[src/rtl/trigger_gen_pkg.sv]
// Shared encodings for the trigger controller and the downstream state machine it drives.
package trigger_gen_pkg;

  typedef enum logic [1:0] {
    T_IDLE = 2'd0,
    T_FIRE = 2'd1,
    T_ACK  = 2'd2,
    T_GAP  = 2'd3
  } tstate_e;

  localparam logic [1:0] S_IDLE = 2'd0;
  localparam logic [1:0] S_RUN  = 2'd1;
  localparam logic [1:0] S_WAIT = 2'd2;
  localparam logic [1:0] S_DONE = 2'd3;

endpackage

[src/rtl/trig_pend_cnt.sv]
// Saturating up/down count of outstanding requests, with a sticky flag for dropped requests.
module trig_pend_cnt #(
  parameter int DEPTH = 7,
  parameter int W     = 3
) (
  input  logic         clk,
  input  logic         rst,
  input  logic         inc_i,
  input  logic         dec_i,
  output logic [W-1:0] count_o,
  output logic         overflow_o
);

  localparam logic [W-1:0] DMAX = W'(DEPTH);

  logic [W-1:0] count_q, count_d;
  logic         ovf_q, ovf_d;

  always_comb begin
    count_d = count_q;
    ovf_d   = ovf_q;
    // An increment and a decrement in the same cycle cancel, even when full.
    if (inc_i && !dec_i) begin
      if (count_q < DMAX) count_d = count_q + 1'b1;
      else                ovf_d   = 1'b1;
    end else if (dec_i && !inc_i && count_q != '0) begin
      count_d = count_q - 1'b1;
    end
  end

  always_ff @(posedge clk) begin
    if (rst) begin
      count_q <= '0;
      ovf_q   <= 1'b0;
    end else begin
      count_q <= count_d;
      ovf_q   <= ovf_d;
    end
  end

  assign count_o    = count_q;
  assign overflow_o = ovf_q;

endmodule

[src/rtl/trigger_gen.sv]
// Queues start requests and issues them one at a time to a downstream FSM, waiting for DONE
// (or a timeout) and an idle gap between consecutive triggers.
module trigger_gen
  import trigger_gen_pkg::*;
#(
  parameter int DEPTH   = 7,
  parameter int GAP     = 2,
  parameter int TIMEOUT = 8
) (
  input  logic       clk,
  input  logic       rst,
  input  logic       req,
  input  logic [1:0] sm_state,
  output logic       trigger,
  output logic [2:0] pending,
  output logic       busy,
  output logic       overflow,
  output logic       err
);

  localparam logic [3:0] GAP_LAST = (GAP > 0) ? 4'(GAP - 1) : 4'd0;
  localparam logic [7:0] TO_LAST  = 8'(TIMEOUT - 1);
  localparam tstate_e    ACK_EXIT = (GAP == 0) ? T_IDLE : T_GAP;

  tstate_e    state_q, state_d;
  logic [7:0] ack_cnt_q, ack_cnt_d;
  logic [3:0] gap_cnt_q, gap_cnt_d;
  logic       err_q, err_d;

  trig_pend_cnt #(.DEPTH(DEPTH), .W(3)) u_pend (
    .clk        (clk),
    .rst        (rst),
    .inc_i      (req),
    .dec_i      (trigger),
    .count_o    (pending),
    .overflow_o (overflow)
  );

  always_comb begin
    state_d   = state_q;
    ack_cnt_d = '0;
    gap_cnt_d = '0;
    err_d     = err_q;
    case (state_q)
      T_IDLE: if (pending != 3'd0 && sm_state == S_IDLE) state_d = T_FIRE;
      T_FIRE: state_d = T_ACK;
      T_ACK: begin
        // DONE wins over a timeout expiring in the same cycle.
        if (sm_state == S_DONE) begin
          state_d = ACK_EXIT;
        end else if (ack_cnt_q == TO_LAST) begin
          err_d   = 1'b1;
          state_d = ACK_EXIT;
        end else begin
          ack_cnt_d = ack_cnt_q + 8'd1;
        end
      end
      T_GAP: begin
        if (gap_cnt_q == GAP_LAST) state_d = T_IDLE;
        else                       gap_cnt_d = gap_cnt_q + 4'd1;
      end
      default: state_d = T_IDLE;
    endcase
  end

  always_ff @(posedge clk) begin
    if (rst) begin
      state_q   <= T_IDLE;
      ack_cnt_q <= '0;
      gap_cnt_q <= '0;
      err_q     <= 1'b0;
    end else begin
      state_q   <= state_d;
      ack_cnt_q <= ack_cnt_d;
      gap_cnt_q <= gap_cnt_d;
      err_q     <= err_d;
    end
  end

  assign trigger = (state_q == T_FIRE);
  assign busy    = (state_q != T_IDLE);
  assign err     = err_q;

endmodule

[config.mk]
export PLATFORM = sky130hd
export DESIGN_NAME = trigger_gen
export DESIGN_NICKNAME = d
export VERILOG_FILES = /design/src/rtl/trigger_gen_pkg.sv /design/src/rtl/trig_pend_cnt.sv /design/src/rtl/trigger_gen.sv
export SDC_FILE = /design/constraint.sdc
export NUM_CORES = 1
export LEC_CHECK = 0
export ABC_AREA = 1
export CAP_MARGIN = 20
export CELL_PAD_IN_SITES_DETAIL_PLACEMENT = 0
export CELL_PAD_IN_SITES_GLOBAL_PLACEMENT = 1
export CORE_ASPECT_RATIO = 1.2
export CORE_UTILIZATION = 29
export CTS_CLUSTER_SIZE = 10
export DETAILED_ROUTE_END_ITERATION = 12
export DONT_BUFFER_PORTS = 1
export GPL_TIMING_DRIVEN = 0
export MAX_ROUTING_LAYER = met4
export PLACE_DENSITY_LB_ADDON = 0.3
export SYNTH_ARGS = -nofsm -noshare
export SYNTH_HDL_FRONTEND = slang
export SYNTH_SLANG_ARGS = --single-unit
[constraint.sdc]
create_clock -name clk -period 2.24 [get_ports clk]
set_clock_uncertainty 0.1 [all_clocks]
set_input_delay 0.112 -clock clk [delete_from_list [all_inputs] [get_ports clk]]
set_output_delay 0.112 -clock clk [all_outputs]
set_load 0.02 [all_outputs]
## Yosys cells after proc, flatten, opt, wreduce, memory -nomap -nowiden

Cells that the tools add are included.

| storage, ports and cells | value |
|---|---|
| output and inout port bits | 7 |
| word-level logic and storage cells | 50 |
| register bits | 19 |
| input port bits | 5 |

| cells by class | value |
|---|---|
| $add $sub $neg | 4 |
| order comparisons | 1 |
| muxes and demuxes | 8 |
| reductions and logical operators | 17 |
| eq/ne operators | 10 |
| bitwise logic cells | 4 |

Operators by type and width:

| kind | count |
|---|---|
| 3-bit two-way mux | 3 |
| 8-bit by 1-bit adder with 8-bit output, second input constant | 1 |
| 8-bit by 3-bit equality test with 1-bit output, second input constant | 1 |
| 2-bit two-way mux | 4 |
| 2-bit one-hot mux with 4 select lines | 1 |
| 2-bit equality test, second input constant | 3 |
| 2-bit != test, second input constant | 3 |
| 3-bit AND reduction | 2 |
| 4-bit by 1-bit adder with 4-bit output, second input constant | 1 |
| 4-bit by 1-bit equality test with 1-bit output, second input constant | 1 |
| 1-bit logical AND | 4 |
| 2-bit zero test | 2 |
| 1-bit inverter | 4 |
| 2-bit AND reduction | 2 |
| 2-bit nonzero test | 2 |
| 4-bit OR reduction | 1 |
| 3-bit by 1-bit adder with 3-bit output, second input constant | 1 |
| 3-bit less-than comparator, second input constant | 1 |
| 3-bit != test, second input constant | 1 |
| 3-bit nonzero test | 1 |
| 3-bit OR reduction | 1 |
| 3-bit by 1-bit subtractor with 3-bit output, second input constant | 1 |
| 2-bit by 1-bit equality test with 1-bit output, second input constant | 1 |
| 1-bit zero test | 2 |

## Depth between registers and ports, before layout

| depth | value |
|---|---|
| word-level depth | 5 |
| gate-level depth with buffers | 9 |
| gate-level depth less buffers | 9 |

## Cells and area by module

Synthesis repeated with hierarchy kept, for this count alone.

| second synthesis, totals | value |
|---|---|
| cell total of the unflattened synthesis | 133 |
| area, all modules | 1023.5 µm² |

Modules (own cells, without submodules):

| module | times used | area each (µm²) | cells each | sequential area each (µm²) |
|---|---|---|---|---|
| trigger_gen | 1 | 792.0 | 96 | 300.3 |
| trig_pend_cnt | 1 | 231.5 | 37 | 80.1 |

## Least setup slack after synthesis

Ideal clock, no wire load.

| path | value |
|---|---|
| kind | register -> register |
| start point | reg state_q[1] |
| end point | reg u_pend.count_q[2], in the netlist u_pend.count_o[2] |
| stages on the path, launching flop included | 10 |
| data arrival time | 1.614 ns |
| buffers on the path | 0 |
| clock period less this slack | 1.829 ns |
| setup time | 0.115 ns |
| path slack | 0.411 ns |
| data required time | 2.025 ns |
| cells stage by stage | dfxtp_1 -> inv_1 -> ha_1 -> inv_1 -> nand2_1 -> fa_1 -> xor2_1 -> nand3_1 -> nand2_1 -> nor2_1 |

| on the way | value |
|---|---|
| cells in the longest elaborated chain, start to end | 5 |
| elaborated cells between the ends (all ways) | 9 |
| those cells by class | eq/ne (2); mux (1); reduce/logical (6) |

Ends and longest elaborated chain:

| what | line | text |
|---|---|---|
| from (decl) | trigger_gen.sv:25 | `tstate_e state_q, state_d;` |
| from (signal assigned) | trigger_gen.sv:73 | `state_q <= state_d;` |
| 2-bit by 1-bit equality test with 1-bit output (*) | trigger_gen.sv:80 | `assign trigger = (state_q == T_FIRE);` |
| net trigger | trigger_gen.sv:14 | `output logic trigger,` |
| 1-bit zero test / 1-bit logical AND (equally long branches) | trig_pend_cnt.sv:23, trig_pend_cnt.sv:26 |  |
| 1-bit logical AND, on equally long branches | trig_pend_cnt.sv:23, trig_pend_cnt.sv:26 |  |
| 2-bit != test (no line) / 2-bit nonzero test (equally long branches) | n/a |  |
| 2-bit AND reduction (no line) | n/a |  |
| to (signal assigned) | trig_pend_cnt.sv:36 | `count_q <= count_d;` |
| to (decl) | trig_pend_cnt.sv:16 | `logic [W-1:0] count_q, count_d;` |

Mark *: on every way through the listed nets, which the timed path passes. The rest lies on a longest branch.
A chain may end at the register's enable or synchronous reset.

## Final worst setup path

Same ends and word-level chain as after synthesis.

==> metrics.md <==
| Metric | Value |
|---|---|
| Status | completed |
| GP Congestion | 0.721 |
| Die ar. | 3550 sq um |
| Initial core utilization | 30.9% |
| CTS tree | yes |
| Placed cells | 159 |
| Row cnt | 22 |
| DP HPWL | 1300 um |
| Top cell type's share of synthesized area | 39.5% |
| Vias in the first global route | 724 |
| Grt ovf | 0 |
| Final Cycle Share | 89.6% |
| Post-Place Cell Area | 1010 sq um |
| Total of max-cap violations | 0 |
| Die width | 54.6 um |
| DP Worst Slack | 238 ps |
| DRT Pass-1 Iters | 4 |
| Slack of the critical path | 232 ps |
| WP data arrival | 2110 ps |
| FF+latch count, synth | 19 |
| Core Region | 3110 sq um |
| Via density | 4.51 |
| Synth cell count leaders | nor2_1 (28), nand2_1 (22), dfxtp_1 (19), inv_1 (12), ha_1 (7) |
| Seq/Total Area, Yosys | 39.5% |
| Hold/Removal Path Class | in2reg |
| Synth area leader | dfxtp_1 |
| Clock latency on the worst-skew pair | 300 ps |
| I/O pin count | 12 |
| Fillers | 340 |
| Multi-input logic area | 533 sq um |
| Fin crit period | 2010 ps |
| Synth Cell Area | 962 sq um |
| Port bufs | 0 |
| Final std cells w/o fill | 165 |
| Worst Path Required | 2340 ps |
| R2R Setup Slk | 230 ps |
| Cell with the most instances after synthesis | nor2_1 |
| Lkg Pwr | 0.440 nW |
| Main area contributors after synthesis | dfxtp_1 (40%), nor2_1 (11%), ha_1 (9.1%), nand2_1 (8.6%), inv_1 (4.7%) |
| Total GRT Usage | 11.8% |
| Final instance area | 1050 sq um |
| Cell Pwr Density | 878 nW/um^2 |
| Ys flop type | dfxtp_1 |
| Final ANT Viol Nets | 0 |
| DR iter-0 viols | 14 |
| ANT cells | 0 |
| Synth warn | 0 |
| Total clock buffers created by CTS | 3 |
| Max clock buf depth | 2 |
| CP endpoint kind | flip-flop |
| TNS Setup | 0 ps |
| Fin. max-slew vios | 0 |
| First-pass GRT wire length | 2960 um |
| Worst-path maximum fanout | 4 |
| CTS H-tree lvls | 1 |
| Peak VDD IR | 0.365 mV |
| Initial antenna violation count | 0 |
| Syn Area/Cell | 7.82 sq um |
| Final Hold Viols | 0 |
| Share of cells above drive strength 1 | 11.6% |
| Reg area | 380 sq um |
| Vias | 744 |
| Worst-Margin Slew | 386 ps |
| CTS resizes | 0 |
| Unrepaired setup endpoints after global routing | false |
| Routed wire length | 1610 um |
| Final setup viols | 0 |
| Startpoint Class | flip-flop |
| FFs w/ async S/R, synth | 0% |
| Post-synth EDFFs | 0 |
| Clk sink count | 19 |
| WS Path Type | reg2reg |
| Die Y | 65.1 um |
| Worst-path clk slew | 110 ps |
| Synth Instances | 123 |
| Wirelength per Cell | 9.76 um |
| Root buf cell | clkbuf_4 |
| Final nets | 143 |
| Fmax achieved | 498 MHz |
| DRC violations left | 0 |
| Synthesis-to-finish area growth | 9.62% |
| Largest net degree at the start of global routing | 12 |
| Synth cell types | 23 |
| Net Count, Synth | 136 |
| Max_slew headroom | 74.2% |
-- flip-flops by register name, summed over array words and instances (netlist names) --
| name | cells |
|---|---|
| ack_cnt_q | 8 |
| gap_cnt_q | 4 |
| u_pend.count_o | 3 |
| state_q | 2 |
| err | 1 |
| u_pend.overflow_o | 1 |
-- repair_timing --
item | CTS | global route
endpoints found under the hold margin | 6 | 0
setup buffers | 0 | 0
hold buffers | 2 | 0
-- per-layer routing --
metal,share of wire (%),GRT usage [%],up-vias
met5,0,-,-
met4,2.0,5.77,0
met3,4.0,3.47,4
met2,47,18.7,12
met1,47,13.1,332
li1,-,-,396
-- worst max-delay path, stage by stage, from the launching register on --
cell,delay (ps)
dfxtp_1,400
inv_1,80
ha_1,280
inv_1,130
nand2_1,120
fa_1,390
xor2_1,210
nand3_1,90
nand2_1,70
nor2_1,40
-- layout make-up --
class	instances	area share, %
timing repair buffer	2	1.90
tap	36	4.27
clock inverter	1	0.474
multi-input combinational	91	50.5
clock buffer	3	2.14
sequential	19	36.1
inverter	13	4.63
-- cells by family (layout without fill, tap and decap cells) --
group / after synthesis / count (layout) / synth area share (%)
buffers and inverters: 13 / 19 / 5.07
xor gates and xnor gates: 5 / 5 / 4.55
AOI/OAI and AO/OA: 9 / 9 / 5.07
and+or+nand+nor: 69 / 69 / 34.6
adders and majority gates: 8 / 8 / 11.2
DFF: 19 / 19 / 39.5
-- stage by stage --
stage	power [W]	utilization, %	hold WS (ps)
6_report	0.000926	33.9	52.9
5_1_grt	0.00101	33.9	78.1
4_1_cts	0.000948	33.9	42.2
3_5_place_dp	0.000761	32.4	87.8
3_3_place_gp	0.000751	32.4	86.1
2_1_floorplan	0.000705	-	84.4
-- layout by cell type (no fill, tap or decap), types with 2 or more instances in the layout --
master         Yosys  final
nand2_1           22     22
dlygate4sd3_1      0      2
nor2_4             3      3
xor2_1             4      4
ha_1               7      7
clkbuf_4           0      3
nor2_1            28     28
inv_1             12     12
a21oi_1            5      5
nand4_1            2      2
dfxtp_1           19     19
o21ai_0            3      3
nand3_1            6      6
-- power by group --
part | total [W] | internal (W) | switching (W)
Clock | 0.000174 | 0.0000665 | 0.000108
Sequential | 0.000454 | 0.000378 | 0.0000765
Combinational | 0.000298 | 0.000109 | 0.000189
Total | 0.000926 | 0.000553 | 0.000374
-- path summary, 6_finish.rpt --
path,from,endpoint,cells after the start
hold / removal,req,u_pend.overflow_o,4
setup reg to reg,state_q[1],u_pend.count_o[2],9
setup / recovery,state_q[1],u_pend.count_o[2],9
hold reg to reg,ack_cnt_q[0],ack_cnt_q[0],1
No activity file was read; power rests on OpenSTA's default activity.
